## src/rtl/load_use_scoreboard_if.sv

```systemverilog
// rtl/load_use_scoreboard_if.sv - ID-stage issue request and scoreboard response bundle
interface load_use_scoreboard_if #(
    parameter int REG_ADDRS_BITS = 5,
    parameter int LAT_BITS       = 3,
    parameter int CNT_BITS       = 16
);
    logic                         i_id_valid;
    logic [REG_ADDRS_BITS-1:0]    i_id_rs;
    logic [REG_ADDRS_BITS-1:0]    i_id_rt;
    logic                         i_id_uses_rs;
    logic                         i_id_uses_rt;
    logic                         i_id_RegWrite;
    logic [REG_ADDRS_BITS-1:0]    i_id_rd;
    logic [LAT_BITS-1:0]          i_id_latency;
    logic                         i_flush;
    logic                         o_stall;
    logic                         o_issue;
    logic [2**REG_ADDRS_BITS-1:0] o_pending;
    logic [CNT_BITS-1:0]          o_stall_count;

    // Pipeline control side drives the ID instruction and reads the verdict
    modport master (
        output i_id_valid, i_id_rs, i_id_rt, i_id_uses_rs, i_id_uses_rt,
        output i_id_RegWrite, i_id_rd, i_id_latency, i_flush,
        input  o_stall, o_issue, o_pending, o_stall_count
    );

    // Scoreboard side
    modport slave (
        input  i_id_valid, i_id_rs, i_id_rt, i_id_uses_rs, i_id_uses_rt,
        input  i_id_RegWrite, i_id_rd, i_id_latency, i_flush,
        output o_stall, o_issue, o_pending, o_stall_count
    );
endinterface

```

## src/rtl/load_use_scoreboard.sv

```systemverilog
// rtl/load_use_scoreboard.sv - per-register countdown table stalling ID on long-latency results
module load_use_scoreboard #(
    parameter int REG_ADDRS_BITS = 5,
    parameter int LAT_BITS       = 3,
    parameter int CNT_BITS       = 16
) (
    input logic                i_clk,
    input logic                i_reset,
    load_use_scoreboard_if.slave bus
);
    localparam int NREGS = 2**REG_ADDRS_BITS;

    logic [LAT_BITS-1:0] cnt_q [NREGS];
    logic [LAT_BITS-1:0] cnt_d [NREGS];
    logic [CNT_BITS-1:0] stall_cnt_q;
    logic [CNT_BITS-1:0] stall_cnt_d;
    logic                hazard_rs;
    logic                hazard_rt;
    logic                stall;
    logic                issue;
    logic                wr_en;
    logic [NREGS-1:0]    pending;

    // Hazards look at the table as it stood after the last edge, so an
    // instruction's own write can never stall itself.
    always_comb begin
        hazard_rs = bus.i_id_uses_rs && (bus.i_id_rs != '0) && (cnt_q[bus.i_id_rs] != '0);
        hazard_rt = bus.i_id_uses_rt && (bus.i_id_rt != '0) && (cnt_q[bus.i_id_rt] != '0);
        stall     = bus.i_id_valid && !bus.i_flush && (hazard_rs || hazard_rt);
        issue     = bus.i_id_valid && !bus.i_flush && !stall;
        wr_en     = issue && bus.i_id_RegWrite && (bus.i_id_rd != '0) && (bus.i_id_latency != '0);
    end

    // Newest producer replaces any outstanding count; everything else drains
    // by one per cycle regardless of stall or flush.
    always_comb begin
        for (int r = 0; r < NREGS; r++) begin
            cnt_d[r] = cnt_q[r];
            if (wr_en && (bus.i_id_rd == REG_ADDRS_BITS'(r))) begin
                cnt_d[r] = bus.i_id_latency;
            end else if (cnt_q[r] != '0) begin
                cnt_d[r] = cnt_q[r] - LAT_BITS'(1);
            end
        end
    end

    // Saturating stall statistics
    always_comb begin
        stall_cnt_d = stall_cnt_q;
        if (stall && (stall_cnt_q != '1)) begin
            stall_cnt_d = stall_cnt_q + CNT_BITS'(1);
        end
    end

    // Table and counter registers
    always_ff @(posedge i_clk) begin
        if (i_reset) begin
            for (int r = 0; r < NREGS; r++) begin
                cnt_q[r] <= '0;
            end
            stall_cnt_q <= '0;
        end else begin
            for (int r = 0; r < NREGS; r++) begin
                cnt_q[r] <= cnt_d[r];
            end
            stall_cnt_q <= stall_cnt_d;
        end
    end

    // Pending vector straight from the registered table
    always_comb begin
        for (int r = 0; r < NREGS; r++) begin
            pending[r] = (cnt_q[r] != '0);
        end
    end

    assign bus.o_stall       = stall;
    assign bus.o_issue       = issue;
    assign bus.o_pending     = pending;
    assign bus.o_stall_count = stall_cnt_q;
endmodule

```

## src/flat_wrapper.sv

```systemverilog
// flat-port wrapper written by rule: the top's interface ports become plain ports
module load_use_scoreboard_flat 
#(
    parameter int REG_ADDRS_BITS = 5,
    parameter int LAT_BITS       = 3,
    parameter int CNT_BITS       = 16
)
  (i_clk, i_reset, bus_i_id_valid, bus_i_id_rs, bus_i_id_rt, bus_i_id_uses_rs, bus_i_id_uses_rt, bus_i_id_RegWrite, bus_i_id_rd, bus_i_id_latency, bus_i_flush, bus_o_stall, bus_o_issue, bus_o_pending, bus_o_stall_count);
  load_use_scoreboard_if #(.REG_ADDRS_BITS(REG_ADDRS_BITS), .LAT_BITS(LAT_BITS), .CNT_BITS(CNT_BITS)) bus_i ();
  input logic i_clk;
  input logic i_reset;
  input wire logic [$bits(bus_i.i_id_valid)-1:0] bus_i_id_valid;
  input wire logic [$bits(bus_i.i_id_rs)-1:0] bus_i_id_rs;
  input wire logic [$bits(bus_i.i_id_rt)-1:0] bus_i_id_rt;
  input wire logic [$bits(bus_i.i_id_uses_rs)-1:0] bus_i_id_uses_rs;
  input wire logic [$bits(bus_i.i_id_uses_rt)-1:0] bus_i_id_uses_rt;
  input wire logic [$bits(bus_i.i_id_RegWrite)-1:0] bus_i_id_RegWrite;
  input wire logic [$bits(bus_i.i_id_rd)-1:0] bus_i_id_rd;
  input wire logic [$bits(bus_i.i_id_latency)-1:0] bus_i_id_latency;
  input wire logic [$bits(bus_i.i_flush)-1:0] bus_i_flush;
  output wire logic [$bits(bus_i.o_stall)-1:0] bus_o_stall;
  output wire logic [$bits(bus_i.o_issue)-1:0] bus_o_issue;
  output wire logic [$bits(bus_i.o_pending)-1:0] bus_o_pending;
  output wire logic [$bits(bus_i.o_stall_count)-1:0] bus_o_stall_count;
  assign bus_i.i_id_valid = bus_i_id_valid;
  assign bus_i.i_id_rs = bus_i_id_rs;
  assign bus_i.i_id_rt = bus_i_id_rt;
  assign bus_i.i_id_uses_rs = bus_i_id_uses_rs;
  assign bus_i.i_id_uses_rt = bus_i_id_uses_rt;
  assign bus_i.i_id_RegWrite = bus_i_id_RegWrite;
  assign bus_i.i_id_rd = bus_i_id_rd;
  assign bus_i.i_id_latency = bus_i_id_latency;
  assign bus_i.i_flush = bus_i_flush;
  assign bus_o_stall = bus_i.o_stall;
  assign bus_o_issue = bus_i.o_issue;
  assign bus_o_pending = bus_i.o_pending;
  assign bus_o_stall_count = bus_i.o_stall_count;
  load_use_scoreboard #(.REG_ADDRS_BITS(REG_ADDRS_BITS), .LAT_BITS(LAT_BITS), .CNT_BITS(CNT_BITS)) u_core (.i_clk(i_clk), .i_reset(i_reset), .bus(bus_i));
endmodule
```

## config.mk

```make
export PLATFORM = sky130hd
export DESIGN_NAME = load_use_scoreboard_flat
export DESIGN_NICKNAME = d
export VERILOG_FILES = /design/src/rtl/load_use_scoreboard_if.sv /design/src/rtl/load_use_scoreboard.sv /design/src/flat_wrapper.sv
export SDC_FILE = /design/constraint.sdc
export NUM_CORES = 1
export LEC_CHECK = 0
export BUFFER_PORTS_ARGS = -buffer_cell sky130_fd_sc_hd__clkbuf_2
export CAP_MARGIN = 10
export CORE_ASPECT_RATIO = 1.25
export CORE_MARGIN = 2
export CORE_UTILIZATION = 45
export CTS_CLUSTER_DIAMETER = 40
export DETAILED_ROUTE_END_ITERATION = 10
export SLEW_MARGIN = 20
export SYNTH_ARGS = -nofsm -noshare
export SYNTH_HDL_FRONTEND = slang
export SYNTH_SLANG_ARGS = --single-unit
export TNS_END_PERCENT = 20
```

## constraint.sdc

```tcl
create_clock -name i_clk -period 3.9 [get_ports i_clk]
set_clock_uncertainty 0.05 [all_clocks]
set_input_delay 0.78 -clock i_clk [delete_from_list [all_inputs] [get_ports i_clk]]
set_output_delay 0.78 -clock i_clk [all_outputs]
set_load 0.005 [all_outputs]
```

==> results.json <==
{
  "power.share.sequential": 0.294,
  "drt-total-wl_um": 19900,
  "antenna_found_initial": 0,
  "end_kind": "output port",
  "hold_path.class": "reg -> reg",
  "synthCells": 973,
  "initial_core_util": 0.460,
  "drive_gt1_frac": 0.208,
  "syn_area_sq_um": 8010,
  "setup_viol": 0,
  "p_int_w": 0.00382,
  "synthTopCellsByCount": "nor2_1, dfxtp_1, inv_1",
  "cp.depth": 9,
  "clockBufferDepth": 2,
  "dominantRegCellSynth": "dfxtp_1",
  "slew_headroom": 0.452,
  "path_common_cell": "clkbuf_2",
  "grt_pass1_wl_um": 31700,
  "multi_input_area_sq_um": 5190,
  "cp.buffers_inverters": 2,
  "dieArea_sq_um": 18900,
  "port_buffers": 74,
  "cts_setup_buffers": 0,
  "synthArstFlopShare": 0,
  "grt_max_degree": 74,
  "ys_ff_latch": 112,
  "maxCapViolations": 0,
  "wire_per_inst_um": 15.8,
  "syn2layout_area_growth_pct": 11.0,
  "final_nets": 1120,
  "numCtsBuffers": 9,
  "layout_min_cycle_time_ns": 3.63,
  "grt.total_usage": 0.216,
  "crit_chain": "clkbuf_2, nor4_1, a2111oi_1, a31oi_1, a32oi_1, nand3_2, nand2_4, nor2_1, clkbuf_2",
  "grt_pass1_vias": 6337,
  "fill_cells": 1715,
  "yosys.area_share.simple": 0.235,
  "cts.htree.levels": 3,
  "cp_top_family": "simple AND/OR/NAND/NOR gates",
  "synth_xor_area_frac": 0.0383,
  "dpl.hpwl_um": 14700,
  "comb_power_share": 0.555,
  "finalPower_w": 0.00649,
  "crit_fanout": 19,
  "clockPowerShare": 0.151,
  "cts_num_sinks": 112,
  "slew_violations": 0,
  "synth_edf_count": 0,
  "drc": 0,
  "power.density_nw_per_um2": 731,
  "worstReg2RegStart": "u_core.cnt_q[28][2]$_SDFFE_PP0P_",
  "tightestPinTransition_ns": 0.822,
  "final-seq-area_sq_um": 2240,
  "cts-root-buf": "clkbuf_16",
  "synth_fa_ha_area_frac": 0.102,
  "cpMaxStageDelayCell": "a2111oi_1",
  "startpoint": "bus_i_id_rt[1]",
  "worstSetupStartpointType": "primary input",
  "yosysMostFrequentCell": "nor2_1",
  "vias_per_cell": 5.30,
  "drt_pre_antenna_iters": 5,
  "synthMuxAreaShare": 0.185,
  "ios": 75,
  "dr_total_vias": 6664,
  "cp-endpoint": "bus_o_issue",
  "total_leakage_power_nw": 3.90,
  "fin_crit_sh": 0.930,
  "die_x_um": 123,
  "reg2reg_slack_ns": 0.66,
  "swShare": 0.412,
  "clk-insertion-delay-late_ns": 0.37,
  "rr_worst_depth": 9,
  "drtIter0Drc": 315,
  "ctsHoldBuffers": 0,
  "fmax_mhz": 276,
  "final.setup.tns_ns": 0,
  "grt-ovfl-total": 0,
  "gp_routability_congestion": 0.935,
  "cp_slowest_stage_delay_ns": 0.38,
  "die_y_um": 153,
  "antenna_cells": 0,
  "tritoncts": "done",
  "r2r-end": "u_core.cnt_q[11][1]$_SDFFE_PP0P_",
  "core_area_sq_um": 17400,
  "syn_avg_cell_area_sq_um": 8.23,
  "yosysSeqAreaShare": 0.280,
  "clkTransAtPathRegs_ns": 0.07,
  "cp.arrival_ns": 2.80,
  "netlist-cell-type-count": 59,
  "peakVddDrop_mv": 0.288,
  "synthTopCellsByArea": "dfxtp_1, mux2_2, ha_1, nor2_1, inv_1",
  "ant_nets": 0,
  "synth-compound-area-share": 0.0873,
  "status": "complete, no violations",
  "cts_resized": 0,
  "whs_ns": 0.476,
  "rsz0062_at_grt": "false",
  "path_class": "in -> out",
  "synth_top_cell_area_share": 0.280,
  "p_switching_w": 0.00267,
  "yosysTopAreaCell": "dfxtp_1",
  "yosysWarningCount": 0,
  "cp_data_required_time_ns": 3.07,
  "report.final.hold_viol_count": 0,
  "std_cell_rows": 54,
  "syn_nets": 1063,
  "synth_top_family_by_area": "simple AND/OR/NAND/NOR gates"
}
-- how the worst min path moves through the flow --
stage,depth (start not counted),slack [ns],end,from
6_report,2,0.48,u_core.bus.o_stall_count[15]$_SDFFE_PP0P_,u_core.bus.o_stall_count[15]$_SDFFE_PP0P_
5_1_grt,2,0.52,u_core.bus.o_stall_count[11]$_SDFFE_PP0P_,u_core.bus.o_stall_count[10]$_SDFFE_PP0P_
4_1_cts,2,0.48,u_core.bus.o_stall_count[15]$_SDFFE_PP0P_,u_core.bus.o_stall_count[15]$_SDFFE_PP0P_
3_5_place_dp,2,0.47,u_core.bus.o_stall_count[15]$_SDFFE_PP0P_,u_core.bus.o_stall_count[15]$_SDFFE_PP0P_
3_3_place_gp,2,0.45,u_core.bus.o_stall_count[15]$_SDFFE_PP0P_,u_core.bus.o_stall_count[15]$_SDFFE_PP0P_
2_1_floorplan,2,0.44,u_core.bus.o_stall_count[15]$_SDFFE_PP0P_,u_core.bus.o_stall_count[15]$_SDFFE_PP0P_
-- metal layers --
metal / routed length (um) / share of wire / vias up / global-route usage
met1: 9180 / 0.46 / 3111 / 0.282
li1: - / - / 3405 / -
met3: 779 / 0.039 / 20 / 0.0328
met2: 9570 / 0.48 / 128 / 0.358
met5: 0 / 0 / - / 0
met4: 335 / 0.017 / 0 / 0.0736
-- cell usage in the layout, fill, tap and decap left out, types with 2 or more instances in the layout --
cell and n:
ha_1 65, xnor2_1 35, mux2_2 89, and3_1 6, nand4_1 4, or3_1 10
nand2b_1 9, nand3_1 18, nor4_1 17, a2111oi_0 4, nor4b_1 2, o31ai_1 2
o211ai_1 2, nand3b_1 5, mux4_2 3, mux2i_1 39, a32oi_1 2, clkbuf_16 9
dfxtp_1 112, nor2_1 185, or4_1 6, nand4b_1 2, a21oi_1 52, clkbuf_8 3
buf_4 12, mux2_1 2, nor2b_1 39, o21ai_0 9, a21o_1 5, a31oi_1 4
nor4_4 2, nor3_2 11, inv_1 109, nor3_1 32, clkbuf_2 73, nand2_1 14
a211oi_1 14, nor2b_2 2
-- registers in the layout, summed over array words and instances (netlist names) --
name and cells:
u_core.bus.o_stall_count 16, u_core.cnt_q 96
-- logic make-up after synthesis --
kind of cell | count (synthesis)
multiplexers | 133
buffers and inverters | 148
adder cells (fa/ha/maj) | 65
XOR/XNOR | 35
AO/OA/AOI/OAI | 108
flip-flops | 112
AND/OR/NAND/NOR | 372
-- power by group through the flow --
stage	clock network (W)	registers [W]	logic, W
after floorplan	0	0.00183	0.00280
after global placement	0	0.00193	0.00358
after detailed placement	0	0.00193	0.00362
after CTS	0.00101	0.00191	0.00365
after global routing	0.00104	0.00197	0.00413
final	0.000980	0.00191	0.00360
-- through the flow --
step / instance area [sq um] / setup WS (ns) / instances / utilization
2_1_floorplan: 8010 / 0.590 / 973 / -
3_3_place_gp: 8580 / 0.366 / 1243 / 0.492
3_5_place_dp: 8580 / 0.277 / 1243 / 0.492
4_1_cts: 8890 / 0.308 / 1258 / 0.510
5_1_grt: 8890 / 0.0693 / 1258 / 0.510
6_report: 8890 / 0.271 / 1258 / 0.510
-- area by class of cell --
type,instances,area share
multi-input combinational,713,0.584
clock buffer,13,0.0304
timing repair buffer,85,0.0512
clock inverter,2,0.00422
inverter,109,0.0460
tap,224,0.0315
sequential,112,0.252
-- worst register-to-register path: cells and delay by family (launching register included) --
family                 cells  cell delay [ns]
multiplexers               1             0.38
flip-flops                 1             0.34
AND/OR/NAND/NOR            4             1.37
AO/OA/AOI/OAI              3             0.73
buffers and inverters      1             0.24
Note: power is estimated with default switching activity, not from simulation.
